[src/rtl/beat_lane_scroller.sv]
// beat_lane_scroller: scrolling beat-note window with hit/miss judging, score and miss counters; define COMBO_TRACKING_EN to add combo/max_combo outputs
module beat_lane_scroller #(
    parameter int DEPTH      = 16,
    parameter int ROW_AW     = 4,
    parameter int SCORE_W    = 16,
    parameter int HIT_POINTS = 10
) (
    input  logic               clk,
    input  logic               resetn,
    input  logic               beat_tick,
    input  logic [7:0]         beat_data,
    input  logic               clear,
    input  logic [7:0]         keys,
    input  logic [ROW_AW-1:0]  rd_row,
    output logic [7:0]         rd_data,
    output logic               hit_pulse,
    output logic               miss_pulse,
    output logic [SCORE_W-1:0] score,
    output logic [7:0]         miss_count
`ifdef COMBO_TRACKING_EN
    ,
    output logic [7:0]         combo,
    output logic [7:0]         max_combo
`endif
);
    localparam int SW = SCORE_W + 8;
    logic [7:0] row [DEPTH];
    logic [7:0] keys_q, hits, outgoing, rd_next, miss_next;
    logic [3:0] n_hits, n_miss;
    logic [SW-1:0] score_sum;
    logic [SCORE_W-1:0] score_next;
    logic [8:0] miss_sum;
    always_comb begin
        hits = keys & ~keys_q & row[0];
        outgoing = beat_tick ? row[0] & ~hits : 8'h00;
        n_hits = 4'($countones(hits));
        n_miss = 4'($countones(outgoing));
        score_sum = SW'(score) + SW'(HIT_POINTS) * SW'(n_hits);
        score_next = score_sum > SW'({SCORE_W{1'b1}}) ? {SCORE_W{1'b1}} : score_sum[SCORE_W-1:0];
        miss_sum = 9'(miss_count) + 9'(n_miss);
        miss_next = miss_sum[8] ? 8'hFF : miss_sum[7:0];
        rd_next = 8'h00;
        for (int i = 0; i < DEPTH; i++)
            if (int'(rd_row) == i) rd_next = row[i];
    end
    always_ff @(posedge clk or negedge resetn) begin
        if (!resetn) begin
            for (int i = 0; i < DEPTH; i++) row[i] <= 8'h00;
            keys_q <= 8'h00;
            rd_data <= 8'h00;
            hit_pulse <= 1'b0;
            miss_pulse <= 1'b0;
            score <= '0;
            miss_count <= 8'h00;
        end else begin
            keys_q <= keys;
            rd_data <= rd_next;
            if (clear) begin
                for (int i = 0; i < DEPTH; i++) row[i] <= 8'h00;
                hit_pulse <= 1'b0;
                miss_pulse <= 1'b0;
                score <= '0;
                miss_count <= 8'h00;
            end else begin
                hit_pulse <= |hits;
                miss_pulse <= |outgoing;
                score <= score_next;
                miss_count <= miss_next;
                if (beat_tick) begin
                    for (int i = 0; i < DEPTH - 1; i++) row[i] <= row[i+1];
                    row[DEPTH-1] <= beat_data;
                end else
                    row[0] <= row[0] & ~hits;
            end
        end
    end
`ifdef COMBO_TRACKING_EN
    logic [8:0] combo_sum;
    logic [7:0] combo_next;
    always_comb begin
        combo_sum = 9'(combo) + 9'(n_hits);
        combo_next = |outgoing ? 8'h00 : combo_sum[8] ? 8'hFF : combo_sum[7:0];
    end
    always_ff @(posedge clk or negedge resetn) begin
        if (!resetn) begin
            combo <= 8'h00;
            max_combo <= 8'h00;
        end else if (clear) begin
            combo <= 8'h00;
            max_combo <= 8'h00;
        end else begin
            combo <= combo_next;
            max_combo <= combo_next > max_combo ? combo_next : max_combo;
        end
    end
`endif
endmodule
[config.mk]
export PLATFORM = sky130hd
export DESIGN_NAME = beat_lane_scroller
export DESIGN_NICKNAME = d
export VERILOG_FILES = /design/src/rtl/beat_lane_scroller.sv
export SDC_FILE = /design/constraint.sdc
export NUM_CORES = 1
export LEC_CHECK = 0
export ABC_AREA = 1
export BUFFER_PORTS_ARGS = -buffer_cell sky130_fd_sc_hd__buf_2
export CORE_ASPECT_RATIO = 1.2
export CORE_MARGIN = 5
export CORE_UTILIZATION = 55
export CTS_BUF_LIST = sky130_fd_sc_hd__clkbuf_8
export CTS_CLUSTER_DIAMETER = 80
export DETAILED_ROUTE_END_ITERATION = 6
export PLACE_DENSITY = 0.88
export SYNTH_ARGS = -nofsm -noshare
export SYNTH_HDL_FRONTEND = slang
export SYNTH_SLANG_ARGS = --single-unit
[constraint.sdc]
create_clock -name clk -period 4.65 [get_ports clk]
set_input_delay 0.2325 -clock clk [delete_from_list [all_inputs] [get_ports clk]]
set_output_delay 0.2325 -clock clk [all_outputs]
set_load 0.02 [all_outputs]
==> key figures, run 1 <==
GRT
  – Number of global-route vias before repair: 7312
  – Grt peak-use layer: met2
  – Met1 GRT Util: slightly below 30%
  – Met2 usage in global routing: 43.5%
  – Met3 usage: 4.26%
  – Global-route wire length before repair: between 30000 and 40000 µm
  – Grt ovf: 0
  – GRT Util Overall: 24.6%
  – Initial antenna violation count: 0
  – Largest net degree at the start of global routing: 102

Hold path
  – Worst hold start: beat_data[1]
  – Hold WC Path Type: input pin to flop

Run status
  – Failing checks: DRC, setup timing
  – Outcome: finished, violations left

Synthesis
  – Yosys warnings: 0
  – Sequential-to-total area share from yosys stat: approximately 50%
  – Syn_nets: 1021
  – Synth Cell Area: 8310 µm²
  – Syn Area/Cell: roughly 8.6 µm²
  – #FFs+latches synth: 170
  – Netlist cell types: 35
  – Post-Syn Instances: 965

Pwr
  – Static Leak: 0.00464 µW
  – Sw frac: 25.2%
  – Pwr dens: between 200 and 300 nW/µm²
  – Power Total: 2730 µW
  – Sequential share of power: 54.8%
  – Worst IR Drop VDD: between 0.15 and 0.2 mV
  – Gate power share: 6.3%
  – Clock share of power: 38.9%
  – Sw Pwr: 689 µW
  – Internal: 2050 µW

STA
  – RSZ-0062 raised after global routing: true
  – Final WS setup: -0.651 ns
  – Worst-Margin Slew: 1.28 ns
  – Hold WS: 0.0121 ns
  – Max-slew headroom: 14.4%
  – Top achievable clock speed: 189 MHz
  – Pins Over Slew Limit: 0
  – Final hold violations: 0
  – Max Clock Skew: 0.00851 ns
  – Fin crit share: 114%
  – Final setup vio count: 16
  – Tmin final: 5.30 ns

Routing
  – Drt first pass iters: 7
  – Avg WL per Cell: 16.6 µm
  – Drc violations: 3
  – Detail Route Antenna Nets: 0
  – Vias per inst: between 5 and 6
  – Vias: 7265
  – Drt initial violations: roughly 780
  – Final wirelength: roughly 21000 µm

Place
  – Placed Instance Area: 9020 µm²
  – Hpwl dp: 13600 µm
  – DP Worst Slack: -0.680 ns
  – Gpl congestion: 0.880
  – Port bufs: 57

Layout
  – Sequential Area: 4250 µm²
  – Area growth syn-to-layout: 18.1%
  – Layout fillers: 1123
  – Commonest cells after routing, fill and taps aside: inv_1, dfrtp_1, nand2_1
  – Total Nets Final: 1121
  – Commonest non-fill, non-tap cell in the layout: inv_1
  – Design area: 9810 µm²
  – Layout cells sized above 1: 18.2%
  – Multi-input gate area: about 3400 µm²

Job
  – Number of max-cap violations: 0

Setup path
  – CP max stage delay: approximately 0.55 ns
  – CP max stage cell: fa_1
  – Critical path class: flop to flop
  – Startpoint types: flop
  – Element type at the critical path end: flop
  – Internal reg-to-reg setup slack: -0.65 ns
  – Worst flop-to-flop path startpoint: keys_q[1]
  – Critical path required time: 5.01 ns
  – Critical path fanouts, max: 4
  – CP Launch Point: keys_q[1]
  – Worst EP arrival: between 5 and 6 ns

Clocking
  – Clk buf depth: 2
  – Reg clk slew, reported paths: 0.09 ns
  – H-Tree Depth: 4
  – Total CTS buffers: 17
  – Clock Latency Late Sink: 0.47 ns
  – Clock sink total: 170
  – CTS root buffer: clkbuf_8
  – TritonCTS clock tree: built

Floorplan
  – Area of the die: about 18000 µm²
  – Core area: 14900 µm²
  – I/O pin count: 58
  – Die height: between 100 and 150 µm
  – # rows: roughly 50
  – Initial Util: between 50 and 60%
  – Die W: approximately 120 µm
flip-flops by register name (all words and copies together), names as in the netlist:
register,flops
score,16
rd_data,8
row,128
hit_pulse,1
miss_pulse,1
miss_count,8
keys_q,8
stage by stage:
stage | setup TNS [ns] | util (%) | std cells
floorplan | -1.70 | - | 965
global placement | -5.65 | 60.6 | 1225
detailed placement | -8.10 | 60.6 | 1225
CTS | -5.53 | 64.8 | 1275
global route | -10.71 | 65.8 | 1282
finish | -7.55 | 65.8 | 1283
routing by layer:
| layer | up-vias | wire length, µm | share of wire (%) |
|---|---|---|---|
| li1 | 3358 | - | - |
| met3 | 68 | 1190 | 5.6 |
| met2 | 296 | 11300 | 53 |
| met4 | 0 | 654 | 3.1 |
| met1 | 3543 | 8130 | 38 |
| met5 | - | 0 | 0 |
final timing paths:
path | to | cells after the start
max | score[15] | 28
min | row[1] | 3
max reg2reg | score[15] | 28
min reg2reg | row[44] | 2
max in group asynchronous | row[96] | 3
min in group asynchronous | keys_q[1] | 2
worst max-delay path: cells and delay by family (launching register included):
kind | cells | cell delay [ns]
flops | 1 | 0.36
buf+inv | 5 | 0.26
fa+ha+maj | 9 | 2.97
compound gates | 1 | 0.06
xor+xnor | 2 | 0.34
simple gates | 11 | 1.19
power by group through the flow:
stage	clock network, µW	registers (µW)	logic (µW)
detailed placement	0	1530	161
global route	1140	1500	191
CTS	1070	1500	171
finish	1060	1500	172
floorplan	0	1530	83.0
global placement	0	1530	159
logic make-up (layout without fill, tap and decap cells):
| kind of cell | count (synthesis) | count (layout) | synth area share [%] |
|---|---|---|---|
| simple gates | 337 | 337 | 18.1 |
| xor+xnor | 13 | 13 | 1.37 |
| buf+inv | 222 | 335 | 10.5 |
| fa+ha+maj | 32 | 32 | 5.72 |
| other cells | 0 | 1 | 0 |
| compound gates | 191 | 191 | 13.2 |
| flops | 170 | 170 | 51.2 |
cell usage after synthesis, drive strengths merged:
cell type,count,area [µm²]
nor2,69,277
clkbuf,29,129
a21oi,38,190
o21ai,52,260
a31oi,1,6.26
nand4,21,131
nor3,8,56.3
o22ai,94,588
clkinv,1,3.75
a311oi,1,8.76
nor4,1,6.26
ha,22,275
xor2,6,52.6
nand3,83,420
or2,2,12.5
xnor2,7,61.3
buf,8,45.0
nand2,153,599
fa,10,200
inv,184,691
dfrtp,170,4250
o41a,1,11.3
a21o,4,30.0
layout make-up:
type / count / area share, %
clock buffers: 19 / 2.67
repair buffers: 118 / 8.11
diodes: 1 / 0.0255
inverters: 185 / 7.08
well taps: 204 / 2.60
flip-flops and latches: 170 / 43.4
multi-input cells: 573 / 34.7
clock inverters: 13 / 1.44
what timing repair did:
item                                   CTS  global route
setup buffers                            7             7
gates resized for setup                 18            23
endpoints found under the hold margin  102             1
hold buffers                            11             1
pin swaps                               14            17
setup endpoints to repair               16            19
(Power assumes the default switching activity.)
==> run 2, diff against run 1 <==
--- a/config.mk
+++ b/config.mk
@@ -7,13 +7,15 @@
 export LEC_CHECK = 0
 export ABC_AREA = 1
 export BUFFER_PORTS_ARGS = -buffer_cell sky130_fd_sc_hd__buf_2
+export CELL_PAD_IN_SITES_DETAIL_PLACEMENT = 1
+export CELL_PAD_IN_SITES_GLOBAL_PLACEMENT = 1
 export CORE_ASPECT_RATIO = 1.2
 export CORE_MARGIN = 5
-export CORE_UTILIZATION = 55
+export CORE_UTILIZATION = 43
 export CTS_BUF_LIST = sky130_fd_sc_hd__clkbuf_8
 export CTS_CLUSTER_DIAMETER = 80
 export DETAILED_ROUTE_END_ITERATION = 6
-export PLACE_DENSITY = 0.88
+export PLACE_DENSITY = 0.89
 export SYNTH_ARGS = -nofsm -noshare
 export SYNTH_HDL_FRONTEND = slang
 export SYNTH_SLANG_ARGS = --single-unit
==> run 2 against run 1 <==
Against the previous run: global-route usage up 7.8 points; worst hold slack better by 0.021 ns; the flow still finishes with violations (DRC, setup timing); setup slack worse by 0.69 ns; power up 5.8%; clock skew up 0.030 ns.
==> key figures, run 2 (same netlist as run 1, synthesis figures left out) <==
Floorplan
  – Core area: 18900 µm² (+27%)
  – Die height: 162 µm (+12%)
  – Area of the die: 22200 µm² (+26%)
  – # rows: 55 (+12%)
  – Initial Util: 43.9% (-12 points)
  – Die W: 137 µm (+12%)
  – I/O pin count: 58 (unchanged)

Routing
  – Avg WL per Cell: 29.8 µm (+80%)
  – Detail Route Antenna Nets: 0 (unchanged)
  – Drt initial violations: 1142 (+46%)
  – Vias per inst: 6.44 (+14%)
  – Drc violations: 6 (+3)
  – Final wirelength: 41200 µm (+94%)
  – Drt first pass iters: 7 (unchanged)
  – Vias: 8902 (+23%)

Pwr
  – Internal: 2030 µW (-0.99%)
  – Clock share of power: 41.2% (+2.3 points)
  – Sw frac: 30.0% (+4.8 points)
  – Sequential share of power: 52.0% (-2.8 points)
  – Gate power share: 6.9% (+0.6 points)
  – Worst IR Drop VDD: 0.352 mV (+77%)
  – Sw Pwr: 868 µW (+26%)
  – Pwr dens: 279 nW/µm² (about the same)
  – Static Leak: 0.00487 µW (+5.0%)

GRT
  – Initial antenna violation count: 6 (+6)
  – Largest net degree at the start of global routing: 111 (+8.8%)
  – GRT Util Overall: 32.4% (+7.8 points)
  – Global-route wire length before repair: 54400 µm (+57%)
  – Number of global-route vias before repair: 9191 (+26%)
  – Grt ovf: 0 (unchanged)

Job
  – Number of max-cap violations: 0 (unchanged)

Setup path
  – Startpoint types: flop
  – Critical path fanouts, max: 4 (unchanged)
  – Worst flop-to-flop path startpoint: row[121]
  – CP max stage cell: fa_2
  – Critical path required time: 5.11 ns (+0.10 ns)
  – Critical path class: flop to flop
  – Worst EP arrival: 6.44 ns (+0.78 ns)
  – Reg2Reg Depth: 28 (unchanged)
  – CP max stage delay: 0.59 ns (+0.04 ns)
  – Reg-to-reg critical path endpoint: score[13]
  – Internal reg-to-reg setup slack: -1.34 ns (-0.69 ns)
  – Element type at the critical path end: flop

STA
  – Top achievable clock speed: 167 MHz (-11%)
  – Setup Total Neg Slack: -22.85 ns (-15.30 ns)
  – Final hold violations: 0 (unchanged)
  – RSZ-0062 raised after global routing: true
  – Max Clock Skew: 0.0386 ns (+0.0301 ns)
  – Worst-Margin Slew: 1.22 ns (-0.0555 ns)
  – Final WS setup: -1.34 ns (-0.686 ns)
  – Final setup vio count: 25 (+9)
  – Tmin final: 5.99 ns (+0.686 ns)
  – Pins Over Slew Limit: 0 (unchanged)
  – Max-slew headroom: 18.4% (+4.0 points)
  – Fin crit share: 129% (+15 points)

Layout
  – Commonest cells after routing, fill and taps aside: inv_1, dfrtp_1, nand2_1
  – Top reg by flops: row
  – Largest regs: row: 128 flops, score: 16 flops
  – Max reg flops: 128 (unchanged)
  – Total Nets Final: 1169 (+4.3%)
  – Area growth syn-to-layout: 25.0%
  – Layout cells sized above 1: 23.6% (+5.4 points)
  – Fin cells: 1383 (+7.8%)
  – Commonest non-fill, non-tap cell in the layout: inv_1

Clocking
  – Total CTS buffers: 17 (unchanged)
  – Reg clk slew, reported paths: 0.14 ns (+0.05 ns)
  – Clock Latency Late Sink: 0.53 ns (+0.06 ns)
  – TritonCTS clock tree: built
  – CTS root buffer: clkbuf_8
  – H-Tree Depth: 4 (unchanged)
  – Clk buf depth: 2 (unchanged)
  – Clock sink total: 170 (unchanged)

Run status
  – Outcome: finished, violations left
  – Failing checks: DRC, setup timing

Hold path
  – Hold WC Path Type: input pin to flop
  – Worst hold start: beat_data[0]
  – Worst Hold Depth: 3 (unchanged)
  – Worst Hold Path EP: row[0]

Place
  – Post-Place Cells: 1284 (+4.8%)
  – Gpl congestion: 0.833 (-5.4%)
  – Hpwl dp: 17400 µm (+28%)
  – Port bufs: 57 (unchanged)
## run 2: power by group through the flow
| stage | Clock, µW | Sequential [µW] | Combinational (µW) |
|---|---|---|---|
| 2_1_floorplan | 0 | 1530 | 83.0 |
| 3_3_place_gp | 0 | 1530 | 165 |
| 3_5_place_dp | 0 | 1530 | 170 |
| 4_1_cts | 1110 | 1500 | 182 |
| 5_1_grt | 1220 | 1500 | 209 |
| 6_report | 1190 | 1500 | 199 |
## run 2: area by class of cell
| class | instances | area, µm² |
|---|---|---|
| clock inverter | 15 | 165 |
| tap | 256 | 320 |
| antenna | 1 | 2.50 |
| timing repair buffer | 166 | 1210 |
| inverter | 185 | 697 |
| sequential | 170 | 4250 |
| multi-input combinational | 573 | 3510 |
| fill | 2178 | 8540 |
| clock buffer | 17 | 234 |
## run 2: timing repair
item / 4_1_cts / 5_1_grt
hold buffers: 13 / 0
setup endpoints to repair: 16 / 25
resized for setup: 40 / 47
pin swaps: 17 / 28
setup buffers: 43 / 11
hold endpoints to repair: 120 / 0
## run 2: how the worst max path moves through the flow
stage / startpoint / endpoint / slack (ns) / depth (start not counted)
3_3_place_gp: keys[3] / score[15] / -0.52 / 29
6_report: row[121] / score[13] / -1.34 / 28
4_1_cts: keys_q[3] / score[15] / -0.63 / 28
5_1_grt: keys_q[1] / score[15] / -1.37 / 28
2_1_floorplan: row[123] / score[15] / -0.34 / 26
3_5_place_dp: keys[3] / score[15] / -0.90 / 30
## run 2: metrics by stage
step	setup slack, ns	power [µW]	hold slack, ns	instance area, µm²	util, %
2_1_floorplan	-0.339	1620	-0.0631	8370	-
3_3_place_gp	-0.521	1690	0.355	9130	48.3
3_5_place_dp	-0.905	1700	0.358	9130	48.3
4_1_cts	-0.625	2790	0.00222	10100	53.6
5_1_grt	-1.37	2940	0.0449	10400	54.9
6_report	-1.34	2890	0.0326	10400	54.9
## run 2: worst max-delay path: cells and delay by family (launching register included)
| kind | cells | cell delay (ns) |
|---|---|---|
| compound gates | 1 | 0.07 |
| xor+xnor | 2 | 0.34 |
| fa+ha+maj | 8 | 3.12 |
| buf+inv | 7 | 0.55 |
| flops | 1 | 0.44 |
| simple gates | 10 | 1.38 |
## run 2: layer usage
| layer | track usage (%) | part of all wire [%] |
|---|---|---|
| met5 | 0 | 0.14 |
| met4 | 19.9 | 11 |
| met3 | 7.84 | 10 |
| met2 | 55.0 | 46 |
| met1 | 36.5 | 33 |
==> run 3, diff against run 2 <==
--- a/config.mk
+++ b/config.mk
@@ -14,8 +14,11 @@
 export CORE_UTILIZATION = 43
 export CTS_BUF_LIST = sky130_fd_sc_hd__clkbuf_8
 export CTS_CLUSTER_DIAMETER = 80
+export CTS_CLUSTER_SIZE = 25
 export DETAILED_ROUTE_END_ITERATION = 6
+export GPL_ROUTABILITY_DRIVEN = 0
 export PLACE_DENSITY = 0.89
+export RECOVER_POWER = 25
 export SYNTH_ARGS = -nofsm -noshare
 export SYNTH_HDL_FRONTEND = slang
 export SYNTH_SLANG_ARGS = --single-unit
==> run 3 against run 2 <==
Against the previous run: the run ends with capacitance limit, slew limit, setup timing left; worst hold slack better by 0.0048 ns; clock skew grew 0.0058 ns; clock power about the same; register-to-register slack about the same; non-clock buffer count stayed put; first-iteration DRC count grew 4.5%.
==> key figures, run 3 (same netlist as run 1, synthesis figures left out) <==
Run status
  – Outcome: finished, violations left
  – Failing checks: capacitance limit, slew limit, setup timing

Floorplan
  – I/O pin count: 58 (unchanged)
  – # rows: 55 (unchanged)
  – Area of the die: 22200 µm² (unchanged)
  – Die height: 162 µm (unchanged)
  – Die W: 137 µm (unchanged)
  – Core area: 18900 µm² (unchanged)
  – Initial Util: 43.9% (unchanged)

Setup path
  – Startpoint types: flop
  – CP max stage delay: 0.56 ns (-0.03 ns)
  – CP max stage cell: fa_1
  – Critical path required time: 5.09 ns (-0.02 ns)
  – Element type at the critical path end: flop
  – Worst EP arrival: 6.43 ns (about the same)
  – Critical path class: flop to flop
  – Critical path fanouts, max: 4 (unchanged)

Layout
  – Layout cells sized above 1: 22.3% (-1.3 points)
  – Largest regs: row: 128 flops, score: 16 flops
  – Area growth syn-to-layout: 24.7%
  – End-of-flow core utilization: 54.8% (-0.13 points)
  – Commonest cells after routing, fill and taps aside: inv_1, dfrtp_1, nand2_1
  – Total Nets Final: 1169 (unchanged)
  – Fin cells: 1383 (unchanged)
  – Top reg by flops: row
  – Max reg flops: 128 (unchanged)
  – Commonest non-fill, non-tap cell in the layout: inv_1

STA
  – Final WS setup: -1.34 ns (-0.00339 ns)
  – Top achievable clock speed: 167 MHz (about the same)
  – Final setup vio count: 25 (unchanged)
  – Tmin final: 5.99 ns (+0.00339 ns)
  – Fin crit share: 129% (about the same)
  – Pins Over Slew Limit: 111 (+111)
  – Hold WS: 0.0375 ns (+0.00482 ns)
  – Worst-Margin Slew: 2.96 ns (+1.73 ns)
  – Max-slew headroom: -97.0% (-120 points)
  – Final hold violations: 0 (unchanged)
  – Setup Total Neg Slack: -23.43 ns (-0.586 ns)
  – RSZ-0062 raised after global routing: true
  – Max Clock Skew: 0.0445 ns (+0.00583 ns)

GRT
  – Number of global-route vias before repair: 9191 (unchanged)
  – Largest net degree at the start of global routing: 111 (unchanged)
  – Initial antenna violation count: 6 (unchanged)
  – Global-route wire length before repair: 54400 µm (unchanged)
  – GRT Util Overall: 32.4% (unchanged)
  – Grt ovf: 0 (unchanged)

Clocking
  – CTS root buffer: clkbuf_8
  – TritonCTS clock tree: built
  – Clock Latency Late Sink: 0.53 ns (about the same)
  – Total CTS buffers: 17 (unchanged)
  – Clk buf depth: 2 (unchanged)
  – Clock sink total: 170 (unchanged)
  – Reg clk slew, reported paths: 0.14 ns (about the same)
  – H-Tree Depth: 4 (unchanged)

Place
  – DP Worst Slack: -0.905 ns (unchanged)
  – Post-Place Cells: 1284 (unchanged)
  – Port bufs: 57 (unchanged)
  – Hpwl dp: 17400 µm (unchanged)

Routing
  – Avg WL per Cell: 29.7 µm (-0.12%)
  – Vias: 8924 (+0.25%)
  – Drt initial violations: 1193 (+4.5%)
  – Drt first pass iters: 7 (unchanged)
  – Drc violations: 0 (-6)
  – Vias per inst: 6.45 (+0.25%)
  – Detail Route Antenna Nets: 0 (unchanged)
  – Final wirelength: 41100 µm (-0.12%)

Pwr
  – Pwr dens: 278 nW/µm² (about the same)
  – Static Leak: 0.00482 µW (-1.1%)
  – Worst IR Drop VDD: 0.349 mV (-0.77%)

Job
  – Number of max-cap violations: 1 (+1)

Hold path
  – Hold WC Path Type: input pin to flop
-- run 3: final timing paths --
check / cells after the start / endpoint / slack [ns] / startpoint
max: 31 / score[13] / -1.34 / row[121]
min in group asynchronous: 2 / row[25] / 1.20 / resetn
max in group asynchronous: 3 / row[65] / 1.69 / resetn
max reg2reg: 31 / score[13] / -1.34 / row[121]
min: 3 / row[0] / 0.04 / beat_data[0]
min reg2reg: 2 / rd_data[7] / 0.52 / row[7]
-- run 3: layer usage --
metal	track usage [%]	vias up	routed length, µm
met4	19.9	10	4490
li1	-	3453	-
met2	55.0	791	19000
met3	7.84	343	4270
met5	0	-	56
met1	36.5	4327	13300
-- run 3: layout make-up --
cell class / count / area, µm²
multi-input cells: 573 / 3510
flip-flops and latches: 170 / 4250
well taps: 256 / 320
repair buffers: 166 / 1180
fillers: 2187 / 8560
diodes: 1 / 2.50
inverters: 185 / 697
clock inverters: 15 / 165
clock buffers: 17 / 234
-- run 3: repair_timing --
action,4_1_cts,5_1_grt
hold buffers,13,0
pin swaps,17,28
setup buffers,43,11
endpoints found under the hold margin,120,0
gates cloned,0,0
endpoints found under the setup margin,16,25
gates resized for setup,40,47
-- run 3: critical path, delay by kind of cell (launching register included) --
kind | cells | cell delay [ns]
adders and majority gates | 7 | 2.53
and+or+nand+nor | 11 | 1.49
buffers and inverters | 9 | 0.81
DFF | 1 | 0.44
xor gates and xnor gates | 2 | 0.40
AOI/OAI and AO/OA | 2 | 0.23
-- run 3: per-stage QoR --
stage / cell area [µm²] / power (µW)
floorplan: 8370 / 1620
global placement: 9130 / 1690
detailed placement: 9130 / 1700
CTS: 10100 / 2790
global route: 10400 / 2930
finish: 10400 / 2890
-- run 3: where the power goes --
part           total, µW  leakage [µW]  internal [µW]  switching, µW
combinational        195       0.00227           39.9            155
clock               1190      0.000201            490            697
sequential          1500       0.00235           1490           11.2
